**config.mk**
```make
export PLATFORM = sky130hd
export DESIGN_NAME = measure_display
export DESIGN_NICKNAME = d
export VERILOG_FILES = /design/src/rtl/measure_display_pkg.sv /design/src/rtl/measure_display_seg7_encode.sv /design/src/rtl/measure_display.sv
export SDC_FILE = /design/constraint.sdc
export NUM_CORES = 1
export LEC_CHECK = 0
export ABC_AREA = 1
export CAP_MARGIN = 20
export CORE_ASPECT_RATIO = 2
export CORE_UTILIZATION = 40
export CTS_CLUSTER_DIAMETER = 100
export DETAILED_ROUTE_END_ITERATION = 6
export SYNTH_ARGS = -nofsm -noshare
export SYNTH_HDL_FRONTEND = slang
export SYNTH_SLANG_ARGS = --single-unit
```
**constraint.sdc**
```tcl
create_clock -name clock -period 2.15 [get_ports clock]
set_clock_uncertainty 0.2 [all_clocks]
set_input_delay 0.43 -clock clock [delete_from_list [all_inputs] [get_ports clock]]
set_output_delay 0.43 -clock clock [all_outputs]
set_load 0.005 [all_outputs]
```
**src/rtl/measure_display_pkg.sv**
```systemverilog
// Shared definitions for the measurement display reader: default sizes,
// FSM state encodings and active-low seven-segment patterns {g,f,e,d,c,b,a}.
package measure_display_pkg;

    localparam int NUM_W_DEF   = 14;
    localparam int DIGITS_DEF  = 4;
    localparam int MAX_VAL_DEF = 9999;

    typedef enum logic [1:0] {
        ST_IDLE   = 2'd0,
        ST_SHIFT  = 2'd1,
        ST_UPDATE = 2'd2
    } state_t;

    localparam logic [6:0] SEG_0     = 7'h40;
    localparam logic [6:0] SEG_1     = 7'h79;
    localparam logic [6:0] SEG_2     = 7'h24;
    localparam logic [6:0] SEG_3     = 7'h30;
    localparam logic [6:0] SEG_4     = 7'h19;
    localparam logic [6:0] SEG_5     = 7'h12;
    localparam logic [6:0] SEG_6     = 7'h02;
    localparam logic [6:0] SEG_7     = 7'h78;
    localparam logic [6:0] SEG_8     = 7'h00;
    localparam logic [6:0] SEG_9     = 7'h10;
    localparam logic [6:0] SEG_BLANK = 7'h7F;

    // Non-BCD codes cannot come out of the converter; show them as blank anyway.
    function automatic logic [6:0] seg_pattern(input logic [3:0] digit);
        case (digit)
            4'd0:    return SEG_0;
            4'd1:    return SEG_1;
            4'd2:    return SEG_2;
            4'd3:    return SEG_3;
            4'd4:    return SEG_4;
            4'd5:    return SEG_5;
            4'd6:    return SEG_6;
            4'd7:    return SEG_7;
            4'd8:    return SEG_8;
            4'd9:    return SEG_9;
            default: return SEG_BLANK;
        endcase
    endfunction

endpackage

```
**src/rtl/measure_display_seg7_encode.sv**
```systemverilog
// One BCD digit to active-low seven-segment pattern, purely combinational.
module seg7_encode
    import measure_display_pkg::*;
(
    input  logic [3:0] i_digit,
    output logic [6:0] o_seg
);

    // Table lookup; codes A-F map to all segments off.
    always_comb begin
        o_seg = seg_pattern(i_digit);
    end

endmodule

```
**src/rtl/measure_display.sv**
```systemverilog
// Measurement display reader: captures num on start, converts it serially
// (shift-add-3) to BCD, and drives four active-low HEX displays.
// Build option: MEAS_DISP_BLANK_EN blanks leading zeros (units always shown).
module measure_display
    import measure_display_pkg::*;
#(
    parameter int NUM_W   = NUM_W_DEF,
    parameter int DIGITS  = DIGITS_DEF,
    parameter int MAX_VAL = MAX_VAL_DEF
) (
    input  logic                  clock,
    input  logic                  resetn,
    input  logic [NUM_W-1:0]      num,
    input  logic                  start,
    output logic                  busy,
    output logic                  done,
    output logic                  overflow,
    output logic [4*DIGITS-1:0]   bcd,
    output logic [6:0]            hex0,
    output logic [6:0]            hex1,
    output logic [6:0]            hex2,
    output logic [6:0]            hex3
);

    localparam int BCD_W = 4 * DIGITS;
    localparam int CNT_W = $clog2(NUM_W + 1);
    localparam logic [NUM_W-1:0] MAX_V = NUM_W'(MAX_VAL);

    state_t                   r_state;
    logic [NUM_W-1:0]         r_v;
    logic [BCD_W-1:0]         r_scratch;
    logic [BCD_W-1:0]         r_bcd;
    logic [CNT_W-1:0]         r_cnt;
    logic                     r_busy;
    logic                     r_done;
    logic                     r_ovf;
    logic                     r_ovf_next;
    logic [DIGITS-1:0][6:0]   r_hex;

    // Adjusted scratch without its top bit: that bit is shifted out and the
    // saturated input guarantees it is always zero.
    logic [BCD_W-2:0]         w_adj;
    logic [DIGITS-1:0][6:0]   w_seg;
    logic [DIGITS-1:0][6:0]   w_disp;

    genvar gi;
    generate
        for (gi = 0; gi < DIGITS; gi++) begin : g_digit
            if (gi == DIGITS - 1) begin : g_top
                assign w_adj[4*gi +: 3] = (r_scratch[4*gi +: 4] >= 4'd5)
                                          ? 3'(r_scratch[4*gi +: 4] + 4'd3)
                                          : r_scratch[4*gi +: 3];
            end else begin : g_low
                assign w_adj[4*gi +: 4] = (r_scratch[4*gi +: 4] >= 4'd5)
                                          ? r_scratch[4*gi +: 4] + 4'd3
                                          : r_scratch[4*gi +: 4];
            end

            seg7_encode u_enc (
                .i_digit (r_scratch[4*gi +: 4]),
                .o_seg   (w_seg[gi])
            );
        end
    endgenerate

`ifdef MEAS_DISP_BLANK_EN
    // w_zero_from[k]: digits k..DIGITS-1 of the finished result are all zero.
    logic [DIGITS:1] w_zero_from;
    assign w_zero_from[DIGITS] = 1'b1;
    assign w_disp[0] = w_seg[0];
    generate
        for (gi = 1; gi < DIGITS; gi++) begin : g_blank
            assign w_zero_from[gi] = w_zero_from[gi+1] & (r_scratch[4*gi +: 4] == 4'd0);
            assign w_disp[gi]      = w_zero_from[gi] ? SEG_BLANK : w_seg[gi];
        end
    endgenerate
`else
    assign w_disp = w_seg;
`endif

    // Capture / shift / update sequencer with all outputs registered.
    always_ff @(posedge clock or negedge resetn) begin
        if (!resetn) begin
            r_state    <= ST_IDLE;
            r_v        <= '0;
            r_scratch  <= '0;
            r_bcd      <= '0;
            r_cnt      <= '0;
            r_busy     <= 1'b0;
            r_done     <= 1'b0;
            r_ovf      <= 1'b0;
            r_ovf_next <= 1'b0;
            r_hex      <= {DIGITS{SEG_BLANK}};
        end else begin
            r_done <= 1'b0;
            case (r_state)
                ST_IDLE: begin
                    if (start) begin
                        r_v        <= (num > MAX_V) ? MAX_V : num;
                        r_ovf_next <= (num > MAX_V);
                        r_scratch  <= '0;
                        r_cnt      <= '0;
                        r_busy     <= 1'b1;
                        r_state    <= ST_SHIFT;
                    end
                end
                ST_SHIFT: begin
                    r_scratch <= {w_adj, r_v[NUM_W-1]};
                    r_v       <= {r_v[NUM_W-2:0], 1'b0};
                    r_cnt     <= r_cnt + 1'b1;
                    if (r_cnt == CNT_W'(NUM_W - 1)) begin
                        r_state <= ST_UPDATE;
                    end
                end
                ST_UPDATE: begin
                    r_bcd   <= r_scratch;
                    r_ovf   <= r_ovf_next;
                    r_hex   <= w_disp;
                    r_done  <= 1'b1;
                    r_busy  <= 1'b0;
                    r_state <= ST_IDLE;
                end
                default: begin
                    r_busy  <= 1'b0;
                    r_state <= ST_IDLE;
                end
            endcase
        end
    end

    assign busy     = r_busy;
    assign done     = r_done;
    assign overflow = r_ovf;
    assign bcd      = r_bcd;
    assign hex0     = r_hex[0];
    assign hex1     = r_hex[1];
    assign hex2     = r_hex[2];
    assign hex3     = r_hex[3];

endmodule

```
==> results of run 1 <==
metrics by stage:
| step | total power (uW) | setup slack [ns] |
|---|---|---|
| after detailed placement | 6360 | 0.131 |
| after floorplan | 5030 | 0.624 |
| after CTS | 7910 | 0.123 |
| after global placement | 6290 | 0.179 |
| final | 7820 | 0.143 |
| after global routing | 8550 | 0.100 |
cell families after synthesis:
kind of cell	count (synthesis)	synth area share [%]
compound gates	100	13.1
fa+ha+maj	25	7.45
flops	84	50.9
simple gates	230	22.7
xor+xnor	1	0.209
buf+inv	54	5.63
layer usage:
| layer | GRT usage [%] | vias up |
|---|---|---|
| met2 | 35.3 | 68 |
| li1 | - | 1756 |
| met4 | 7.64 | 0 |
| met5 | 0 | - |
| met3 | 3.09 | 13 |
| met1 | 21.3 | 1665 |
flip-flops by register name (all words and copies together), names as in the netlist, 2 cells and up:
register / flops
bcd: 16
r_scratch: 16
r_v: 14
hex0: 7
hex1: 7
hex2: 7
hex3: 7
r_cnt: 4
r_state: 2
power groups by stage:
stage / registers [uW] / clock network, uW / logic, uW
6_report: 2910 / 1510 / 3400
5_1_grt: 3010 / 1610 / 3940
4_1_cts: 2910 / 1550 / 3450
3_5_place_dp: 2930 / 0 / 3430
3_3_place_gp: 2920 / 0 / 3380
2_1_floorplan: 2820 / 0 / 2210
placed cells by master, fill, tap and decap left out:
cell type,netlist,routed
a22oi_1,4,4
a31oi_1,2,2
xor2_1,1,1
buf_4,2,7
inv_1,32,32
o2111ai_1,1,1
nand2_1,122,122
dfrtp_1,56,56
clkinv_4,0,1
dfstp_2,28,28
nor2_4,3,3
ha_1,25,25
o21ai_0,43,43
clkbuf_16,0,9
o22ai_1,10,10
clkinvlp_4,0,1
inv_2,5,5
nor2_8,1,1
clkbuf_8,0,4
or2_1,2,2
o22a_1,2,2
dlygate4sd3_1,0,1
o21ai_1,11,11
nor2_2,1,1
o211ai_1,4,4
o21a_1,1,1
clkinv_1,1,1
buf_12,0,2
clkdlybuf4s50_1,0,62
a21oi_1,22,22
nand3_1,32,32
nand4_1,1,1
clkbuf_1,3,1
nand2_2,1,1
nor2_1,67,67
cell usage after synthesis:
library cell / n / area, um^2
a31oi_1: 2 / 12.5
xor2_1: 1 / 8.76
o22a_1: 2 / 17.5
buf_2: 9 / 45.0
o211ai_1: 4 / 30.0
clkbuf_1: 3 / 11.3
nor2_8: 1 / 20.0
or2_1: 2 / 12.5
a21oi_1: 22 / 110
nand3_1: 32 / 160
o21ai_0: 43 / 215
inv_1: 32 / 120
clkinv_1: 1 / 3.75
a22oi_1: 4 / 30.0
o2111ai_1: 1 / 8.76
inv_2: 5 / 18.8
nand4_1: 1 / 6.26
nor2_1: 67 / 251
o21a_1: 1 / 7.51
o22ai_1: 10 / 62.6
dfstp_2: 28 / 736
buf_6: 2 / 22.5
nor2_4: 3 / 33.8
o21ai_1: 11 / 55.1
ha_1: 25 / 313
nor2_2: 1 / 6.26
dfrtp_1: 56 / 1400
nand2_2: 1 / 6.26
buf_4: 2 / 15.0
nand2_1: 122 / 458
path summary, 6_finish.rpt:
path	start	endpoint	slack [ns]	depth (start not counted)
hold reg to reg	bcd[6]$_DFFE_PN0P_	bcd[6]$_DFFE_PN0P_	0.28	2
setup / recovery	hex2[2]$_DFFE_PN1P_	hex2[2]	0.14	1
hold / removal	bcd[6]$_DFFE_PN0P_	bcd[6]$_DFFE_PN0P_	0.28	2
min in group asynchronous	resetn	overflow$_DFFE_PN0P_	0.40	2
max in group asynchronous	resetn	hex2[3]$_DFFE_PN1P_	0.75	3
setup reg to reg	r_state[1]$_DFFE_PN0P_	hex1[1]$_DFFE_PN1P_	0.27	5
repair_timing:
action	CTS	global route
setup buffers	0	0
setup endpoints to repair	0	0
hold buffers	1	0
hold endpoints to repair	22	0
cell type report:
class | instances | area [um^2]
inverters | 38 | 143
clock buffers | 14 | 284
fillers | 1000 | 4850
multi-input cells | 356 | 1830
well taps | 135 | 169
repair buffers | 72 | 723
flip-flops and latches | 84 | 2140
clock inverters | 2 | 16.3
==> results.toml, run 1 <==
[route]
firstDrtPassIters = 4
wl_met1_um = 3810
vias = 3502
wl_met2_um = 5420
avgRoutedWirePerCell_um = 13.7
drt-total-wl_um = 9640
routed.top_layer = "met4"
drc_errors = 0
wl_met3_um = 239
vias_per_cell = 5.00
drt_iter0_drc = 175
antenna_left = 0

[die]
std_cell_rows = 52
coreArea_um2 = 10100
initial_utilization_pct = 41.4
die_height_um = 147
io_pins = 64
dieWidth_um = 74.5
die_area_um2 = 10900

[setup_path]
cpMaxStageDelayCell = "dfstp_2"
path_cells = "clkdlybuf4s50_1"
cp_num_buf_inv = 1
end_kind = "output pin"
path_delay_family = "flip-flops"
crit_arrival_ns = 1.38
critPathKind = "reg -> out"
path_max_fanout = 2
start_kind = "flop"
critPathMaxStageDelay_ns = 0.54
worstPathRequired_ns = 1.52

[pwr]
pwr-share-comb_pct = 43.5
intPower_uw = 4800
worst_ir_drop_vdd_mv = 0.604
swShare_pct = 38.7
seqPwrFrac_pct = 37.2
net-switching-power_uw = 3020
power_density_nw_per_um2 = 1480
power_frac_clock_pct = 19.4
p_leak_uw = 0.00244

[synth]
synth_seq_area_share_pct = 50.9
avgSynthCellArea_um2 = 8.50
ys.warnings.count = 0
ys_ff_latch = 84
postSynthCellCount = 494
netlist_area_um2 = 4200
syn_nets = 536
synth_cell_types = 30

[cts]
cts_max_level = 3
cts-buffers-inserted = 9
clockBufferDepth = 2
cts_tree = "done"
cts_root_buffer = "clkbuf_16"
path_clk_slew_ns = 0.06
cts_resized = 0
insertion_delay_ns = 0.33
cts.sinks = 84

[finish]
drive_above_1_share_pct = 11.1
syn_to_final_growth_pct = 26.2
fin_cells = 701
fin_nets = 603
diodes = 0
fin_area_um2 = 5300
post-route-util_pct = 52.2

[global_routing]
antenna_found_initial = 0
track_usage_pct = 19.3
grt_pass1_wl_um = 16300
grt_overflow_total = 0
first_global_vias = 3521
grt_max_degree = 52

[sta]
timing.final.crit_share_pct = 93.3
maxSlewViolCount = 0
max_slew_margin_pct = 46.2
holdWs_ns = 0.283
hold_violations = 0
setup_tns_ns = 0
rsz0062_at_grt = "false"
max_freq_mhz = 498
post-route-min-period_ns = 2.01
setup_viol = 0
tightest_slew_ns = 0.805

[placed_design]
place_inst = 684
dpl.hpwl_um = 7140
gp_congestion = 0.852
portBuffers = 63
place_area_um2 = 4990

[job]
maxCapViolations = 0

[worst_hold_path]
hp-class = "reg -> reg"

[status]
outcome = "completed"
Power figures use the tool's default switching activity.
==> run 2, diff against run 1 <==
SETUP_SLACK_MARGIN = 0.5   (was not set)
==> results.toml, run 2 (synthesis results as in run 1) <==
[status]
outcome = "completed"

[worst_hold_path]
worstHoldStart = "bcd[8]$_DFFE_PN0P_"
hp-class = "reg -> reg"

[global_routing]
grt_pass1_wl_um = 16600
track_usage_pct = 19.7
grt_overflow_total = 0
first_global_vias = 3614
antenna_found_initial = 0
grt_max_degree = 52

[die]
std_cell_rows = 52
die_area_um2 = 10900
dieWidth_um = 74.5
initial_utilization_pct = 41.4
coreArea_um2 = 10100
die_height_um = 147
io_pins = 64

[cts]
cts_max_level = 3
path_clk_slew_ns = 0.06
cts.sinks = 84
cts_root_buffer = "clkbuf_16"
clockBufferDepth = 2
cts-buffers-inserted = 9
insertion_delay_ns = 0.33
cts_tree = "done"

[setup_path]
path_cells = "clkbuf_2"
rr_startpoint = "r_scratch[4]$_DFFE_PN0P_"
crit_path_end = "hex2[2]"
reg2reg_depth = 5
path_max_fanout = 2
cp_num_buf_inv = 1
end_kind = "output pin"
start_kind = "flop"
path_delay_family = "flip-flops"
r2r_end = "r_scratch[7]$_DFFE_PN0P_"
worstPathRequired_ns = 1.52
cpMaxStageDelayCell = "dfstp_2"
critPathKind = "reg -> out"
critPathMaxStageDelay_ns = 0.55
critPathLaunch = "hex2[2]$_DFFE_PN1P_"
crit_arrival_ns = 1.00
cp.depth = 1
r2r_slack_ns = 0.57

[sta]
max_slew_margin_pct = 66.9
post-route-min-period_ns = 1.63
setup_viol = 0
max_freq_mhz = 615
tightest_slew_ns = 0.496
holdWs_ns = 0.279
rsz0062_at_grt = "true"
hold_violations = 0
maxSlewViolCount = 0
timing.final.crit_share_pct = 75.6
setup_tns_ns = 0

[finish]
diodes = 0
syn_to_final_growth_pct = 29.6
fin_nets = 630
drive_above_1_share_pct = 23.6
multi_input_area_um2 = 1860
layout_commonest_cell = "nand2_1"
layout_common_cells = "nand2_1, nor2_1, dfrtp_1"
fin_cells = 728
final-seq-area_um2 = 2140
nFillCells = 1000

[pwr]
finalPower_uw = 8100
worst_ir_drop_vdd_mv = 0.612
power_density_nw_per_um2 = 1490
p_leak_uw = 0.00260

[placed_design]
place_inst = 684
portBuffers = 63
dpl.hpwl_um = 7140
gp_congestion = 0.852

[job]
maxCapViolations = 0

[route]
vias_per_cell = 5.01
drt_iter0_drc = 176
firstDrtPassIters = 4
antenna_left = 0
avgRoutedWirePerCell_um = 14.0
drt-total-wl_um = 10200
vias = 3649
drc_errors = 0
[run 2: repair_timing]
item	CTS	global route
hold endpoints to repair	22	0
pin swaps	2	4
hold buffers	1	0
endpoints found under the setup margin	107	41
gates resized for setup	140	23
cloned	0	1
setup buffers	13	13
[run 2: final cells by class]
type                            instances  area share (%)
Tap cell                              135            3.10
Sequential cell                        84            39.4
Inverter                               38            2.80
Multi-Input combinational cell        356            34.2
Clock inverter                          2           0.299
Clock buffer                           14            5.22
Timing Repair Buffer                   99            15.0
[run 2: how the worst min path moves through the flow]
stage	end	slack (ns)	cells past startpoint
after floorplan	bcd[0]$_DFFE_PN0P_	-0.07	0
after global placement	overflow$_DFFE_PN0P_	0.23	1
after detailed placement	overflow$_DFFE_PN0P_	0.23	1
after CTS	bcd[8]$_DFFE_PN0P_	0.28	2
after global routing	r_v[9]$_DFFE_PN0P_	0.30	2
final	bcd[8]$_DFFE_PN0P_	0.28	2
[run 2: metal layers]
metal | global-route usage [%] | part of all wire [%]
met5 | 0 | 0
met4 | 8.58 | 2.3
met3 | 3.16 | 2.6
met2 | 36.1 | 56
met1 | 21.3 | 39
[run 2: power breakdown]
group | switching, uW | internal (uW) | leakage [uW]
clock | 607 | 912 | 0.000145
sequential | 519 | 2390 | 0.000948
combinational | 2060 | 1610 | 0.00151
[run 2: tightest hold or removal path, cell delays in order, from the launching register on]
cell and delay [ns]:
dfrtp_1 0.34, nand2_1 0.05, o21ai_0 0.06
[run 2: stage by stage]
step	setup slack (ns)	instance area, um^2	util [%]
2_1_floorplan	0.624	4200	-
3_3_place_gp	0.179	4990	49.1
3_5_place_dp	0.131	4990	49.1
4_1_cts	0.391	5260	51.8
5_1_grt	0.458	5440	53.6
6_report	0.524	5440	53.6
==> run 3, diff against run 2 <==
clock period = 1.5 ns   (was 2.15 ns; I/O delays follow)
==> results.toml, run 3 (synthesis results as in run 1) <==
[pwr]
swShare_pct = 41.1
p_leak_uw = 0.00326
worst_ir_drop_vdd_mv = 1.18
power_density_nw_per_um2 = 2160
seqPwrFrac_pct = 27.4
intPower_uw = 9150
net-switching-power_uw = 6390
pwr-share-comb_pct = 58.0
power_frac_clock_pct = 14.6

[route]
drt_iter0_drc = 195
vias = 4165
antenna_left = 0
drt-total-wl_um = 13000
firstDrtPassIters = 4
drc_errors = 0
vias_per_cell = 5.11
avgRoutedWirePerCell_um = 15.9

[cts]
cts_tree = "done"
clockBufferDepth = 2
cts_max_level = 3
cts_root_buffer = "clkbuf_16"
path_clk_slew_ns = 0.06
cts.sinks = 84
cts-buffers-inserted = 9
insertion_delay_ns = 0.34

[sta]
tightest_slew_ns = 0.354
timing.final.crit_share_pct = 103
max_slew_margin_pct = 76.2
hold_violations = 69
holdWs_ns = -0.342
setup_viol = 29
post-route-min-period_ns = 1.55
setup_tns_ns = -0.489
maxSlewViolCount = 0
finalWorstSetupSlack_ns = -0.0523
max_freq_mhz = 644
rsz0062_at_grt = "true"

[die]
die_height_um = 147
initial_utilization_pct = 41.4
coreArea_um2 = 10100
std_cell_rows = 52
dieWidth_um = 74.5
io_pins = 64
die_area_um2 = 10900

[finish]
syn_to_final_growth_pct = 71.6
nFillCells = 777
drive_above_1_share_pct = 56.2
layout_commonest_cell = "nand2_1"
fin_nets = 717
layout_common_cells = "nand2_1, buf_4, dfrtp_1"
diodes = 0
post-route-util_pct = 71.0

[placed_design]
portBuffers = 63
dpl.hpwl_um = 7890
gp_congestion = 0.890

[global_routing]
antenna_found_initial = 0
grt_overflow_total = 0
first_global_vias = 4180
grt_pass1_wl_um = 19900
grt_max_degree = 37
track_usage_pct = 23.9

[setup_path]
critPathKind = "reg -> reg"
end_kind = "flop"
worstPathRequired_ns = 1.53
start_kind = "flop"
path_max_fanout = 7
crit_arrival_ns = 1.58

[status]
failed_checks = "negative hold slack, negative setup slack"
outcome = "finished, violations left"

[worst_hold_path]
hp-class = "in -> async"

[job]
maxCapViolations = 0
run 3: critical path, cell delays in order, from the launching register on:
cell     delay (ns)
dfrtp_2        0.44
buf_4          0.16
nor2_4         0.22
nor2_8         0.09
buf_4          0.14
buf_6          0.10
nand2_1        0.04
o21ai_1        0.05
run 3: path summary, 6_finish.rpt:
kind / startpoint / to / slack, ns / cells after the start
max: r_state[1]$_DFFE_PN0P_ / r_scratch[15]$_DFFE_PN0P_ / -0.05 / 7
min: resetn / r_v[9]$_DFFE_PN0P_ / -0.34 / 1
max reg2reg: r_state[1]$_DFFE_PN0P_ / r_scratch[15]$_DFFE_PN0P_ / -0.05 / 7
min reg2reg: r_v[11]$_DFFE_PN0P_ / r_v[11]$_DFFE_PN0P_ / 0.28 / 2
max in group asynchronous: resetn / hex2[3]$_DFFE_PN1P_ / 0.87 / 2
min in group clock: r_v[11]$_DFFE_PN0P_ / r_v[11]$_DFFE_PN0P_ / 0.28 / 2
run 3: timing repair:
item	in CTS	in global routing
pin swaps	41	34
setup endpoints to repair	130	131
endpoints found under the hold margin	69	35
resized for setup	339	84
gates cloned	6	4
setup buffers	40	28
run 3: final cells by class:
type                    count  area, um^2  share of cell area [%]
well taps                 135         169                    2.34
repair buffers            181        1740                    24.1
clock buffers              12         256                    3.56
repair inverters            4        42.5                   0.590
clock inverters             4        47.5                   0.660
flip-flops and latches     84        2140                    29.7
multi-input cells         357        2600                    36.1
inverters                  38         210                    2.92
run 3: per-layer routing:
layer,vias to the layer above,wire length (um),global-route usage (%)
met2,94,7690,44.3
met1,2035,4480,25.1
met4,0,478,10.9
met5,-,0,0
met3,35,326,3.91
li1,2001,-,-
run 3: through the flow:
stage	total power [uW]	cells	instance area, um^2	setup slack (ns)
after floorplan	7800	494	4460	0.000925
final	15500	815	7210	-0.0523
after CTS	13800	783	6550	-0.0141
after global routing	16500	815	7210	-0.105
after global placement	10200	721	5510	-0.374
after detailed placement	10400	721	5510	-0.369
run 3: power groups by stage:
stage	clock network (uW)	logic [uW]	registers, uW
global placement	0	6110	4120
CTS	2300	7370	4150
detailed placement	0	6250	4140
finish	2270	9020	4260
global route	2380	9780	4360
floorplan	0	3700	4100
